===== src/rtl/fetch_pair_queue_pkg.sv =====
// Shared types for the dual-issue fetch front end: queue entry layout and
// the dequeue clipping rule used by the fetch queue.
package mips_fetch_pkg;

  localparam int XLEN   = 32;
  localparam int INST_W = 32;

  typedef struct packed {
    logic [XLEN-1:0]   pc;
    logic [INST_W-1:0] inst;
  } fetch_entry_t;

  // A request of 3 means 2; never consume more entries than are held.
  function automatic logic [1:0] deq_eff(input logic [1:0] req,
                                         input logic       have_1,
                                         input logic       have_2);
    logic [1:0] want;
    want = (req == 2'd3) ? 2'd2 : req;
    if (want == 2'd2 && !have_2) return have_1 ? 2'd1 : 2'd0;
    if (want == 2'd1 && !have_1) return 2'd0;
    return want;
  endfunction

endpackage


===== src/rtl/fetch_pair_queue_if.sv =====
// ROM request/response and decode-side view of the fetch pair queue.
// master = fetch unit, slave = ROM plus decode/issue environment.
interface fetch_pair_queue_if;
  import mips_fetch_pkg::*;

  logic [XLEN-1:0]   rom_pc;
  logic [XLEN-1:0]   rom_pc_4;
  logic [INST_W-1:0] rom_inst_1;
  logic [INST_W-1:0] rom_inst_2;
  logic              redirect;
  logic [XLEN-1:0]   redirect_pc;
  logic [1:0]        deq_cnt;
  logic [1:0]        out_valid;
  logic [INST_W-1:0] out_inst_1;
  logic [XLEN-1:0]   out_pc_1;
  logic [INST_W-1:0] out_inst_2;
  logic [XLEN-1:0]   out_pc_2;

  modport master (
    output rom_pc, rom_pc_4, out_valid, out_inst_1, out_pc_1, out_inst_2, out_pc_2,
    input  rom_inst_1, rom_inst_2, redirect, redirect_pc, deq_cnt
  );

  modport slave (
    input  rom_pc, rom_pc_4, out_valid, out_inst_1, out_pc_1, out_inst_2, out_pc_2,
    output rom_inst_1, rom_inst_2, redirect, redirect_pc, deq_cnt
  );

endinterface


===== src/rtl/fetch_pair_queue_fetch_queue.sv =====
// Circular buffer of fetch entries with two write ports (always used as a
// pair) and two read ports at head/head+1; flush empties it in one cycle.
module fetch_queue
  import mips_fetch_pkg::*;
#(
  parameter int DEPTH = 8
) (
  input  logic                   clk,
  input  logic                   rst,
  input  logic                   flush,
  input  logic                   enq,
  input  fetch_entry_t           wr_0,
  input  fetch_entry_t           wr_1,
  input  logic [1:0]             deq_cnt,
  output logic [$clog2(DEPTH):0] count,
  output fetch_entry_t           rd_0,
  output fetch_entry_t           rd_1,
  output logic [1:0]             rd_valid
);

  localparam int AW = $clog2(DEPTH);
  localparam int CW = AW + 1;

  fetch_entry_t  mem [DEPTH];
  logic [AW-1:0] head;
  logic [AW-1:0] tail;
  logic [AW-1:0] head_1;
  logic [AW-1:0] tail_1;
  logic [1:0]    eff;
  logic          do_enq;
  logic [CW-1:0] enq_add;

  assign head_1   = head + AW'(1);
  assign tail_1   = tail + AW'(1);
  assign rd_valid = {count >= CW'(2), count != '0};
  assign eff      = deq_eff(deq_cnt, rd_valid[0], rd_valid[1]);
  assign do_enq   = enq && !flush;
  assign enq_add  = do_enq ? CW'(2) : '0;

  always_ff @(posedge clk) begin
    if (rst || flush) begin
      head  <= '0;
      tail  <= '0;
      count <= '0;
    end else begin
      head  <= head + AW'(eff);
      tail  <= tail + AW'(enq_add);
      count <= count + enq_add - CW'(eff);
    end
  end

  // Storage carries no reset; stale slots are hidden by the valid gating below.
  always_ff @(posedge clk) begin
    if (do_enq && !rst) begin
      mem[tail]   <= wr_0;
      mem[tail_1] <= wr_1;
    end
  end

  always_comb begin
    rd_0 = '0;
    rd_1 = '0;
    if (rd_valid[0]) rd_0 = mem[head];
    if (rd_valid[1]) rd_1 = mem[head_1];
  end

endmodule


===== src/rtl/fetch_pair_queue.sv =====
// Dual-issue fetch front end: fetch PC, pair enqueue decision, redirect.
// Optional FETCH_PERF_EN adds full-stall and redirect event counters.
module fetch_pair_queue
  import mips_fetch_pkg::*;
#(
  parameter logic [XLEN-1:0] RESET_PC = 32'h0,
  parameter int unsigned     PC_STEP  = 4,
  parameter int              DEPTH    = 8
) (
  input  logic                 clk,
  input  logic                 rst,
  fetch_pair_queue_if.master   bus
`ifdef FETCH_PERF_EN
  ,
  output logic [31:0]          perf_full_cycles,
  output logic [31:0]          perf_redirects
`endif
);

  localparam int CW = $clog2(DEPTH) + 1;
  localparam logic [XLEN-1:0] STEP = XLEN'(PC_STEP);

  logic [XLEN-1:0] fetch_pc;
  logic [CW-1:0]   count;
  logic            has_room;
  logic            enq;
  fetch_entry_t    wr_0;
  fetch_entry_t    wr_1;
  fetch_entry_t    rd_0;
  fetch_entry_t    rd_1;
  logic [1:0]      rd_valid;

  // Room is judged on the pre-dequeue count so deq_cnt never reaches enqueue.
  assign has_room = count <= CW'(DEPTH - 2);
  assign enq      = !bus.redirect && has_room;

  assign bus.rom_pc   = fetch_pc;
  assign bus.rom_pc_4 = fetch_pc + STEP;

  assign wr_0 = '{pc: bus.rom_pc,   inst: bus.rom_inst_1};
  assign wr_1 = '{pc: bus.rom_pc_4, inst: bus.rom_inst_2};

  always_ff @(posedge clk) begin
    if (rst)               fetch_pc <= RESET_PC;
    else if (bus.redirect) fetch_pc <= bus.redirect_pc;
    else if (enq)          fetch_pc <= fetch_pc + (STEP << 1);
  end

  fetch_queue #(
    .DEPTH (DEPTH)
  ) u_queue (
    .clk      (clk),
    .rst      (rst),
    .flush    (bus.redirect),
    .enq      (enq),
    .wr_0     (wr_0),
    .wr_1     (wr_1),
    .deq_cnt  (bus.deq_cnt),
    .count    (count),
    .rd_0     (rd_0),
    .rd_1     (rd_1),
    .rd_valid (rd_valid)
  );

  assign bus.out_valid  = rd_valid;
  assign bus.out_inst_1 = rd_0.inst;
  assign bus.out_pc_1   = rd_0.pc;
  assign bus.out_inst_2 = rd_1.inst;
  assign bus.out_pc_2   = rd_1.pc;

`ifdef FETCH_PERF_EN
  // A redirect cycle never counts as a full stall even if the queue was full.
  always_ff @(posedge clk) begin
    if (rst) begin
      perf_full_cycles <= '0;
      perf_redirects   <= '0;
    end else begin
      if (!bus.redirect && !has_room) perf_full_cycles <= perf_full_cycles + 32'd1;
      if (bus.redirect)               perf_redirects   <= perf_redirects + 32'd1;
    end
  end
`endif

endmodule

===== src/flat_wrapper.sv =====
// flat-port wrapper written by rule: the top's interface ports become plain ports
module fetch_pair_queue_flat import mips_fetch_pkg::*;
#(
  parameter logic [XLEN-1:0] RESET_PC = 32'h0,
  parameter int unsigned     PC_STEP  = 4,
  parameter int              DEPTH    = 8
)
  (clk, rst, bus_rom_pc, bus_rom_pc_4, bus_out_valid, bus_out_inst_1, bus_out_pc_1, bus_out_inst_2, bus_out_pc_2, bus_rom_inst_1, bus_rom_inst_2, bus_redirect, bus_redirect_pc, bus_deq_cnt);
  fetch_pair_queue_if bus_i ();
  input  logic clk;
  input  logic rst;
  output wire logic [$bits(bus_i.rom_pc)-1:0] bus_rom_pc;
  output wire logic [$bits(bus_i.rom_pc_4)-1:0] bus_rom_pc_4;
  output wire logic [$bits(bus_i.out_valid)-1:0] bus_out_valid;
  output wire logic [$bits(bus_i.out_inst_1)-1:0] bus_out_inst_1;
  output wire logic [$bits(bus_i.out_pc_1)-1:0] bus_out_pc_1;
  output wire logic [$bits(bus_i.out_inst_2)-1:0] bus_out_inst_2;
  output wire logic [$bits(bus_i.out_pc_2)-1:0] bus_out_pc_2;
  input wire logic [$bits(bus_i.rom_inst_1)-1:0] bus_rom_inst_1;
  input wire logic [$bits(bus_i.rom_inst_2)-1:0] bus_rom_inst_2;
  input wire logic [$bits(bus_i.redirect)-1:0] bus_redirect;
  input wire logic [$bits(bus_i.redirect_pc)-1:0] bus_redirect_pc;
  input wire logic [$bits(bus_i.deq_cnt)-1:0] bus_deq_cnt;
  assign bus_rom_pc = bus_i.rom_pc;
  assign bus_rom_pc_4 = bus_i.rom_pc_4;
  assign bus_out_valid = bus_i.out_valid;
  assign bus_out_inst_1 = bus_i.out_inst_1;
  assign bus_out_pc_1 = bus_i.out_pc_1;
  assign bus_out_inst_2 = bus_i.out_inst_2;
  assign bus_out_pc_2 = bus_i.out_pc_2;
  assign bus_i.rom_inst_1 = bus_rom_inst_1;
  assign bus_i.rom_inst_2 = bus_rom_inst_2;
  assign bus_i.redirect = bus_redirect;
  assign bus_i.redirect_pc = bus_redirect_pc;
  assign bus_i.deq_cnt = bus_deq_cnt;
  fetch_pair_queue #(.RESET_PC(RESET_PC), .PC_STEP(PC_STEP), .DEPTH(DEPTH)) u_core (.clk(clk), .rst(rst), .bus(bus_i));
endmodule

===== config.mk =====
export PLATFORM = sky130hd
export DESIGN_NAME = fetch_pair_queue_flat
export DESIGN_NICKNAME = d
export VERILOG_FILES = /design/src/rtl/fetch_pair_queue_pkg.sv /design/src/rtl/fetch_pair_queue_if.sv /design/src/rtl/fetch_pair_queue_fetch_queue.sv /design/src/rtl/fetch_pair_queue.sv /design/src/flat_wrapper.sv
export SDC_FILE = /design/constraint.sdc
export NUM_CORES = 1
export LEC_CHECK = 0
export ABC_AREA = 1
export CELL_PAD_IN_SITES_DETAIL_PLACEMENT = 1
export CELL_PAD_IN_SITES_GLOBAL_PLACEMENT = 1
export CORE_MARGIN = 4
export CORE_UTILIZATION = 44
export CTS_CLUSTER_DIAMETER = 30
export DETAILED_ROUTE_END_ITERATION = 10
export HOLD_SLACK_MARGIN = 0.06
export PLACE_DENSITY_LB_ADDON = 0.2
export SYNTH_ARGS = -nofsm -noshare
export SYNTH_HDL_FRONTEND = slang
export SYNTH_SLANG_ARGS = --single-unit

===== constraint.sdc =====
create_clock -name clk -period 4.65 [get_ports clk]
set_input_delay 1.395 -clock clk [delete_from_list [all_inputs] [get_ports clk]]
set_output_delay 1.395 -clock clk [all_outputs]
set_load 0.02 [all_outputs]

### Word level (Yosys, flattened, before mapping)

Memory sizes are Yosys's and may differ from the RTL's. A register that Yosys moved wholly into a read port is not among the register bits.
Index checks and enable logic that the tools add are counted.

| word-level totals | value |
|---|---|
| bits in registers | 42 |
| bits in writable memories | 512 |
| input bits | 101 |
| output and inout bits | 194 |
| logic and storage cells | 47 |
| memories | 1 |

Memory list:

| memory | depth | bits a word | rd ports | clocked after Yosys merged registers in | wr ports | line | text |
|---|---|---|---|---|---|---|---|
| u_core.u_queue.mem | 8 | 64 | 2 | 1 | 2 | fetch_pair_queue_fetch_queue.sv:24 | `fetch_entry_t mem [DEPTH];` |

| cells by class | value |
|---|---|
| $add $sub $neg | 8 |
| order comparisons | 2 |
| eq/ne operators | 3 |
| mux-type cells | 17 |
| reductions and logical operators | 12 |

Operators by type and width:

| operator | count |
|---|---|
| 2-to-1 mux 64 bit | 2 |
| 2-to-1 mux 32 bit | 2 |
| adder 32 x 3 -> 32 bit (second input constant) | 1 |
| adder 32 x 4 -> 32 bit (second input constant) | 1 |
| 2-to-1 mux 2 bit | 6 |
| adder 3 x 1 -> 3 bit (second input constant) | 2 |
| adder 3 x 2 -> 3 bit | 2 |
| 2-to-1 mux 1 bit | 6 |
| logical AND 1 bit | 5 |
| adder 4 x 2 -> 4 bit | 1 |
| == test 2 bit (second input constant) | 2 |
| greater-or-equal comparator 4 x 2 -> 1 bit (second input constant) | 1 |
| less-or-equal comparator 4 x 3 -> 1 bit (second input constant) | 1 |
| zero test 1 bit | 4 |
| nonzero test 4 bit | 1 |
| subtractor 4 x 2 -> 4 bit | 1 |
| 2-to-1 mux 3 bit | 1 |
| == test 2 x 1 -> 1 bit (second input constant) | 1 |
| nonzero test 2 bit | 1 |
| logical OR 1 bit | 1 |

### Longest topological paths before layout

| logic depth | value |
|---|---|
| depth in word-level cells | 10 |
| mapped depth | 13 |
| gate-level depth less buffers | 13 |

### Modules after synthesis

A second synthesis with hierarchy kept.

| unflattened totals | value |
|---|---|
| cells, all modules | 4551 |
| area, all modules | 33303.2 sq um |

Modules (own cells, without submodules):

| module | times used | cells an instance | area an instance (sq um) | sequential area each (sq um) |
|---|---|---|---|---|
| fetch_queue | 1 | 4117 | 30675.7 | 15554.9 |
| fetch_pair_queue | 1 | 434 | 2627.5 | 640.6 |

### Worst setup path after synthesis

OpenSTA, ideal clock, no wires.

| timing path | value |
|---|---|
| path kind | input to register |
| from | input bus_redirect |
| to | memory u_core.u_queue.mem[0][0] (netlist name), enable pin |
| library setup time | 432 ps |
| data arrival time | 3659 ps |
| data required time | 4218 ps |
| path slack | 560 ps |
| stages on the path | 6 |
| path buffers | 1 |
| cell sequence | inv_2 nand2_4 nor2_8 nand3_2 inv_1 buf_2 |

RTL lines:

| item | line | text |
|---|---|---|
| from (decl) | flat_wrapper.sv:21 | `input wire logic [$bits(bus_i.redirect)-1:0] bus_redirect;` |
| to (decl) | fetch_pair_queue_fetch_queue.sv:24 |  |

### Worst setup path after layout

| timing path | value |
|---|---|
| from | register u_core.u_queue.head[1] |
| to | output bus_out_inst_2[27] |

| between the ends | value |
|---|---|
| longest elaborated chain between the ends | 3 |

Ends and longest elaborated chain:

| item | line | text |
|---|---|---|
| from (decl) | fetch_pair_queue_fetch_queue.sv:25 | `logic [AW-1:0] head;` |
| from (signal assigned) | fetch_pair_queue_fetch_queue.sv:46 | `head <= head + AW'(eff);` |
| adder 3 x 1 -> 3 bit | fetch_pair_queue_fetch_queue.sv:33 | `assign head_1 = head + AW'(1);` |
| memory read (8 x 64 bit) | n/a |  |
| 2-to-1 mux 64 bit | fetch_pair_queue_fetch_queue.sv:64 | `if (rd_valid[1]) rd_1 = mem[head_1];` |
| to (decl) | flat_wrapper.sv:17 | `output wire logic [$bits(bus_i.out_inst_2)-1:0] bus_out_inst_2;` |

Every way passes these cells.

==> flow_summary.html <==
<table>
<tr><th>Metric</th><th>Value</th></tr>
<tr><th colspan="2">Clock network</th></tr>
<tr><td>Clock tree from TritonCTS</td><td>yes</td></tr>
<tr><td>Root cell of the clock tree</td><td>clkbuf_16</td></tr>
<tr><td>Buffer depth of the longest clock path</td><td>3</td></tr>
<tr><td>Register clock-pin slew on the reported worst setup and hold paths</td><td>0.04 ns</td></tr>
<tr><td>Number of hold-repair buffers added at the cts stage</td><td>0</td></tr>
<tr><td>Maximum level of the CTS H-tree</td><td>4</td></tr>
<tr><td>Later-pin clock latency in the skew report</td><td>0.70 ns</td></tr>
<tr><td>Number of buffers inserted during clock tree synthesis</td><td>around 140</td></tr>
<tr><td>Clock sinks</td><td>~550</td></tr>
<tr><th colspan="2">Worst hold path</th></tr>
<tr><td>Hold-critical path endpoint</td><td>u_core.bus.rom_pc[3]$_SDFFE_PP0N_</td></tr>
<tr><td>Hold-critical path depth</td><td>2</td></tr>
<tr><td>Origin of the worst min-delay path</td><td>u_core.bus.rom_pc[3]$_SDFFE_PP0N_</td></tr>
<tr><td>Worst hold path class</td><td>flip-flop to flip-flop</td></tr>
<tr><th colspan="2">Timing</th></tr>
<tr><td>Count of final max-slew check failures</td><td>0</td></tr>
<tr><td>Fmax achieved</td><td>217 MHz</td></tr>
<tr><td>Minimum period implied by the final worst setup slack</td><td>4.61 ns</td></tr>
<tr><td>Setup repair after global routing missed its margin</td><td>yes</td></tr>
<tr><td>Worst slack on hold paths</td><td>0.535 ns</td></tr>
<tr><td>Crit share post-route</td><td>0.991</td></tr>
<tr><td>Final sum of negative setup slack</td><td>0 ns</td></tr>
<tr><td>Tightest Pin Transition</td><td>0.764 ns</td></tr>
<tr><td>Max Clock Skew</td><td>0.0208 ns</td></tr>
<tr><td>Count of endpoints failing setup in the final report</td><td>0</td></tr>
<tr><td>Count of endpoints failing hold in the final timing report</td><td>0</td></tr>
<tr><td>Worst slew margin relative to its limit</td><td>0.490</td></tr>
<tr><th colspan="2">Critical path</th></tr>
<tr><td>R2R cell count</td><td>15</td></tr>
<tr><td>Largest incremental delay on the critical path</td><td>0.66 ns</td></tr>
<tr><td>Worst path required time</td><td>3.25 ns</td></tr>
<tr><td>Largest delay share family, worst path</td><td>buffers and inverters</td></tr>
<tr><td>R2R Path End</td><td>u_core.u_queue.count[3]$_SDFF_PP0_</td></tr>
<tr><td>Startpoint of the worst register-to-register path</td><td>u_core.u_queue.count[2]$_SDFF_PP0_</td></tr>
<tr><td>Ordered cell list for the critical path</td><td>ha_4 -&gt; bufbuf_16 -&gt; a21oi_2 -&gt; o21ai_1 -&gt; o211ai_1 -&gt; nand2_1 -&gt; a21oi_1 -&gt; clkdlybuf4s50_1</td></tr>
<tr><td>Crit path buf inv count</td><td>2</td></tr>
<tr><td>Kind of start point of the critical path</td><td>flip-flop</td></tr>
<tr><td>Worst Path Max Fanout</td><td>31</td></tr>
<tr><td>Slowest cell on crit path</td><td>clkdlybuf4s50_1</td></tr>
<tr><td>Endpoint arrival time on the critical path</td><td>3.21 ns</td></tr>
<tr><td>CP endpoint kind</td><td>primary output</td></tr>
<tr><td>Worst reg-to-reg setup slack</td><td>1.04 ns</td></tr>
<tr><td>Critical Setup Path Class</td><td>flip-flop to primary output</td></tr>
<tr><th colspan="2">GRT</th></tr>
<tr><td>Largest net degree at the start of global routing</td><td>roughly 150</td></tr>
<tr><td>Total gr overflow</td><td>0</td></tr>
<tr><td>Wire length of the first global-routing pass</td><td>186 mm</td></tr>
<tr><td>Number of global-route vias before repair</td><td>32100</td></tr>
<tr><td>Overall routing resource usage</td><td>0.325</td></tr>
<tr><td>Initial antenna violation count</td><td>2</td></tr>
<tr><th colspan="2">Logic synthesis</th></tr>
<tr><td>Number of flip-flops and latches in the synthesized netlist</td><td>around 550</td></tr>
<tr><td>Total standard cell area after synthesis</td><td>between 30000 and 40000 um^2</td></tr>
<tr><td>Top FF cell, synth</td><td>edfxtp_1</td></tr>
<tr><td>Number of enable-type register cells in the synthesized netlist</td><td>slightly above 500</td></tr>
<tr><td>Mux cell area share after synthesis</td><td>0</td></tr>
<tr><td>Post-synthesis compound-gate area fraction</td><td>0.238</td></tr>
<tr><td>Net count after synthesis</td><td>about 3700</td></tr>
<tr><td>Count of unique library cells instantiated by Yosys</td><td>between 40 and 50</td></tr>
<tr><td>Seq/Total Area, Yosys</td><td>0.522</td></tr>
<tr><td>Synth warnings</td><td>0</td></tr>
<tr><td>Cells after synthesis</td><td>~3600</td></tr>
<tr><td>Adder-cell share of the synthesized area</td><td>0.00516</td></tr>
<tr><td>Main combinational cell family by area after synthesis</td><td>compound AO/OA/AOI/OAI gates</td></tr>
<tr><td>Share of flip-flops with an asynchronous set or reset after synthesis</td><td>0</td></tr>
<tr><td>Synthesized-area fraction occupied by xor and xnor cells</td><td>0.0142</td></tr>
<tr><td>Simple-gate share of the synthesized area</td><td>0.147</td></tr>
<tr><td>Post-Synthesis Mean Instance Area</td><td>roughly 8.5 um^2</td></tr>
<tr><th colspan="2">Floorplanning</th></tr>
<tr><td>Die area</td><td>73800 um^2</td></tr>
<tr><td>I/O Pins</td><td>around 300</td></tr>
<tr><td>Width of the chip</td><td>272 um</td></tr>
<tr><td>Die Span Y</td><td>approximately 270 um</td></tr>
<tr><td>Row cnt</td><td>96</td></tr>
<tr><td>Effective utilization at floorplan</td><td>0.445</td></tr>
<tr><td>Core area</td><td>68700 um^2</td></tr>
<tr><th colspan="2">Drt</th></tr>
<tr><td>First DRT Iteration DRCs</td><td>2723</td></tr>
<tr><td>DR vias/cell</td><td>6.01</td></tr>
<tr><td>Antenna Nets Post-Route</td><td>0</td></tr>
<tr><td>Detailed Routing Iterations Pass 1</td><td>5</td></tr>
<tr><td>Post-DR wirelength/cell</td><td>25.0 um</td></tr>
<tr><td>Overall via count from detail_route</td><td>29600</td></tr>
<tr><td>Count of unresolved DRC violations after routing</td><td>0</td></tr>
<tr><td>Overall routed net length</td><td>123 mm</td></tr>
<tr><th colspan="2">Placement</th></tr>
<tr><td>Placer Congestion</td><td>0.977</td></tr>
<tr><td>Input/output buffers</td><td>slightly below 300</td></tr>
<tr><td>Placed cells</td><td>4660</td></tr>
<tr><td>Detailed placement HPWL</td><td>between 70 and 80 mm</td></tr>
<tr><th colspan="2">Status</th></tr>
<tr><td>Result of the run</td><td>finished clean</td></tr>
<tr><th colspan="2">Cells and area</th></tr>
<tr><td>Syn-to-layout area delta</td><td>29.2%</td></tr>
<tr><td>Number of standard cells in the layout, taps in and fillers out</td><td>4922</td></tr>
<tr><td>Share of post-route cells with drive strength above 1</td><td>0.124</td></tr>
<tr><td>Net total in the final layout</td><td>3995</td></tr>
<tr><td>Post-layout utilization of the core</td><td>0.575</td></tr>
<tr><th colspan="2">Job</th></tr>
<tr><td>Max-cap violation count</td><td>0</td></tr>
<tr><th colspan="2">Power</th></tr>
<tr><td>Power per cell area</td><td>601 nW/um^2</td></tr>
<tr><td>Maximum ir drop on the vdd rail</td><td>approximately 0.41 mV</td></tr>
<tr><td>Leakage power of the design</td><td>15.1 nW</td></tr>
<tr><td>Overall power after layout</td><td>about 24 mW</td></tr>
</table>
==> registers in the layout, indices dropped and copies added, names as in the netlist <==
signal                count
u_core.u_queue.mem      504
u_core.u_queue.head       3
u_core.bus.rom_pc        32
u_core.u_queue.tail       2
u_core.u_queue.count      4
==> placed cells by master, fill, tap and decap left out, types with 6 or more instances in the layout <==
master	synthesis	final
clkbuf_16	0	141
nand3_1	29	29
clkinvlp_4	0	9
clkbuf_1	141	28
a31oi_1	6	6
inv_1	237	232
o21ai_0	617	617
o21ai_1	243	243
nor2_1	442	439
clkdlybuf4s50_1	0	246
dlymetal6s2s_1	0	20
xor2_1	35	29
bufinv_16	0	11
nand2_1	645	644
dlygate4sd2_1	0	27
o211ai_2	14	14
o211ai_1	48	48
nand2_2	8	7
xor2_2	4	7
edfxtp_1	504	504
clkinv_1	1	23
nor2_4	2	6
clkinv_2	0	14
clkinv_4	0	7
a21oi_1	312	302
inv_6	0	9
buf_12	0	25
a21oi_2	86	96
clkinv_8	0	6
dfxtp_1	41	34
nor2_2	13	12
buf_4	21	76
ha_1	11	10
==> stage by stage <==
step | setup WS, ns | instance area, um^2
after global routing | -0.0733 | 39500
after floorplan | 0.560 | 30600
after global placement | 0.329 | 34600
after CTS | 0.00553 | 39400
after detailed placement | 0.222 | 34600
final | 0.0429 | 39500
==> power breakdown <==
part	total, mW	internal [mW]	switching (mW)
clock	9.24	6.19	3.05
combinational	8.70	2.95	5.75
sequential	5.80	5.66	0.141
total	23.7	14.8	8.94
==> cells in the mapped netlist (4+ instances only) <==
master    count  area share
a21oi_1     312       0.051
a21oi_2      86       0.025
a31oi_1       6      0.0012
buf_1        13      0.0016
buf_2        83       0.014
buf_4        21      0.0052
buf_6        17      0.0063
clkbuf_1    141       0.017
dfxtp_1      41       0.027
edfxtp_1    504        0.50
ha_1         11      0.0045
inv_1       237       0.029
inv_2         6     0.00074
nand2_1     645       0.079
nand2_2       8      0.0016
nand3_1      29      0.0047
nand3_2       4      0.0013
nor2_1      442       0.054
nor2_2       13      0.0027
o211ai_1     48       0.012
o211ai_2     14      0.0057
o21ai_0     617        0.10
o21ai_1     243       0.040
xnor2_1       4      0.0011
xor2_1       35       0.010
xor2_2        4      0.0021
==> worst max path at each step <==
stage | from | to | slack, ns | depth (start not counted)
floorplan | bus_redirect | u_core.u_queue.mem[0][0]$_DFFE_PP_ | 0.56 | 6
global placement | u_core.bus.rom_pc[9]$_SDFFE_PP0N_ | bus_rom_pc_4[11] | 0.33 | 7
detailed placement | u_core.bus.rom_pc[9]$_SDFFE_PP0N_ | bus_rom_pc_4[11] | 0.22 | 7
CTS | u_core.bus.rom_pc[3]$_SDFFE_PP0N_ | bus_rom_pc_4[30] | 0.006 | 10
global route | u_core.bus.rom_pc[3]$_SDFFE_PP0N_ | bus_rom_pc_4[28] | -0.07 | 9
finish | u_core.u_queue.head[1]$_SDFF_PP0_ | bus_out_inst_2[27] | 0.04 | 8
==> cells by family after synthesis <==
| logic type | count (synthesis) |
|---|---|
| compound gates | 1336 |
| xor+xnor | 44 |
| fa+ha+maj | 12 |
| buf+inv | 521 |
| flops | 545 |
| simple gates | 1149 |
==> routing by layer <==
metal	share of wire	vias up	wire length (um)	GRT usage
li1	-	13000	-	-
met1	0.38	14800	47200	0.382
met2	0.50	1395	62000	0.573
met3	0.071	363	8730	0.0600
met4	0.042	0	5180	0.163
met5	0	-	0	0
==> area by class of cell <==
cell class / count / area (um^2)
diodes: 1 / 2.50
flip-flops and latches: 545 / 16000
fillers: 7851 / 29200
repair inverters: 2 / 32.5
clock buffers: 172 / 3670
clock inverters: 77 / 811
well taps: 931 / 1160
multi-input cells: 2541 / 12600
inverters: 245 / 973
repair buffers: 408 / 4320
==> repair_timing <==
item	4_1_cts	5_1_grt
buffers inserted	6	0
setup endpoints to repair	133	68
hold endpoints to repair	0	0
pin swaps	3	1
resized for setup	63	40
cloned	6	0
==> worst min-delay path, cell delays in order, from the launching register on <==
cell     delay [ns]
dfxtp_1        0.34
nand2_1        0.07
a31oi_1        0.07
Power figures use the tool's default switching activity.
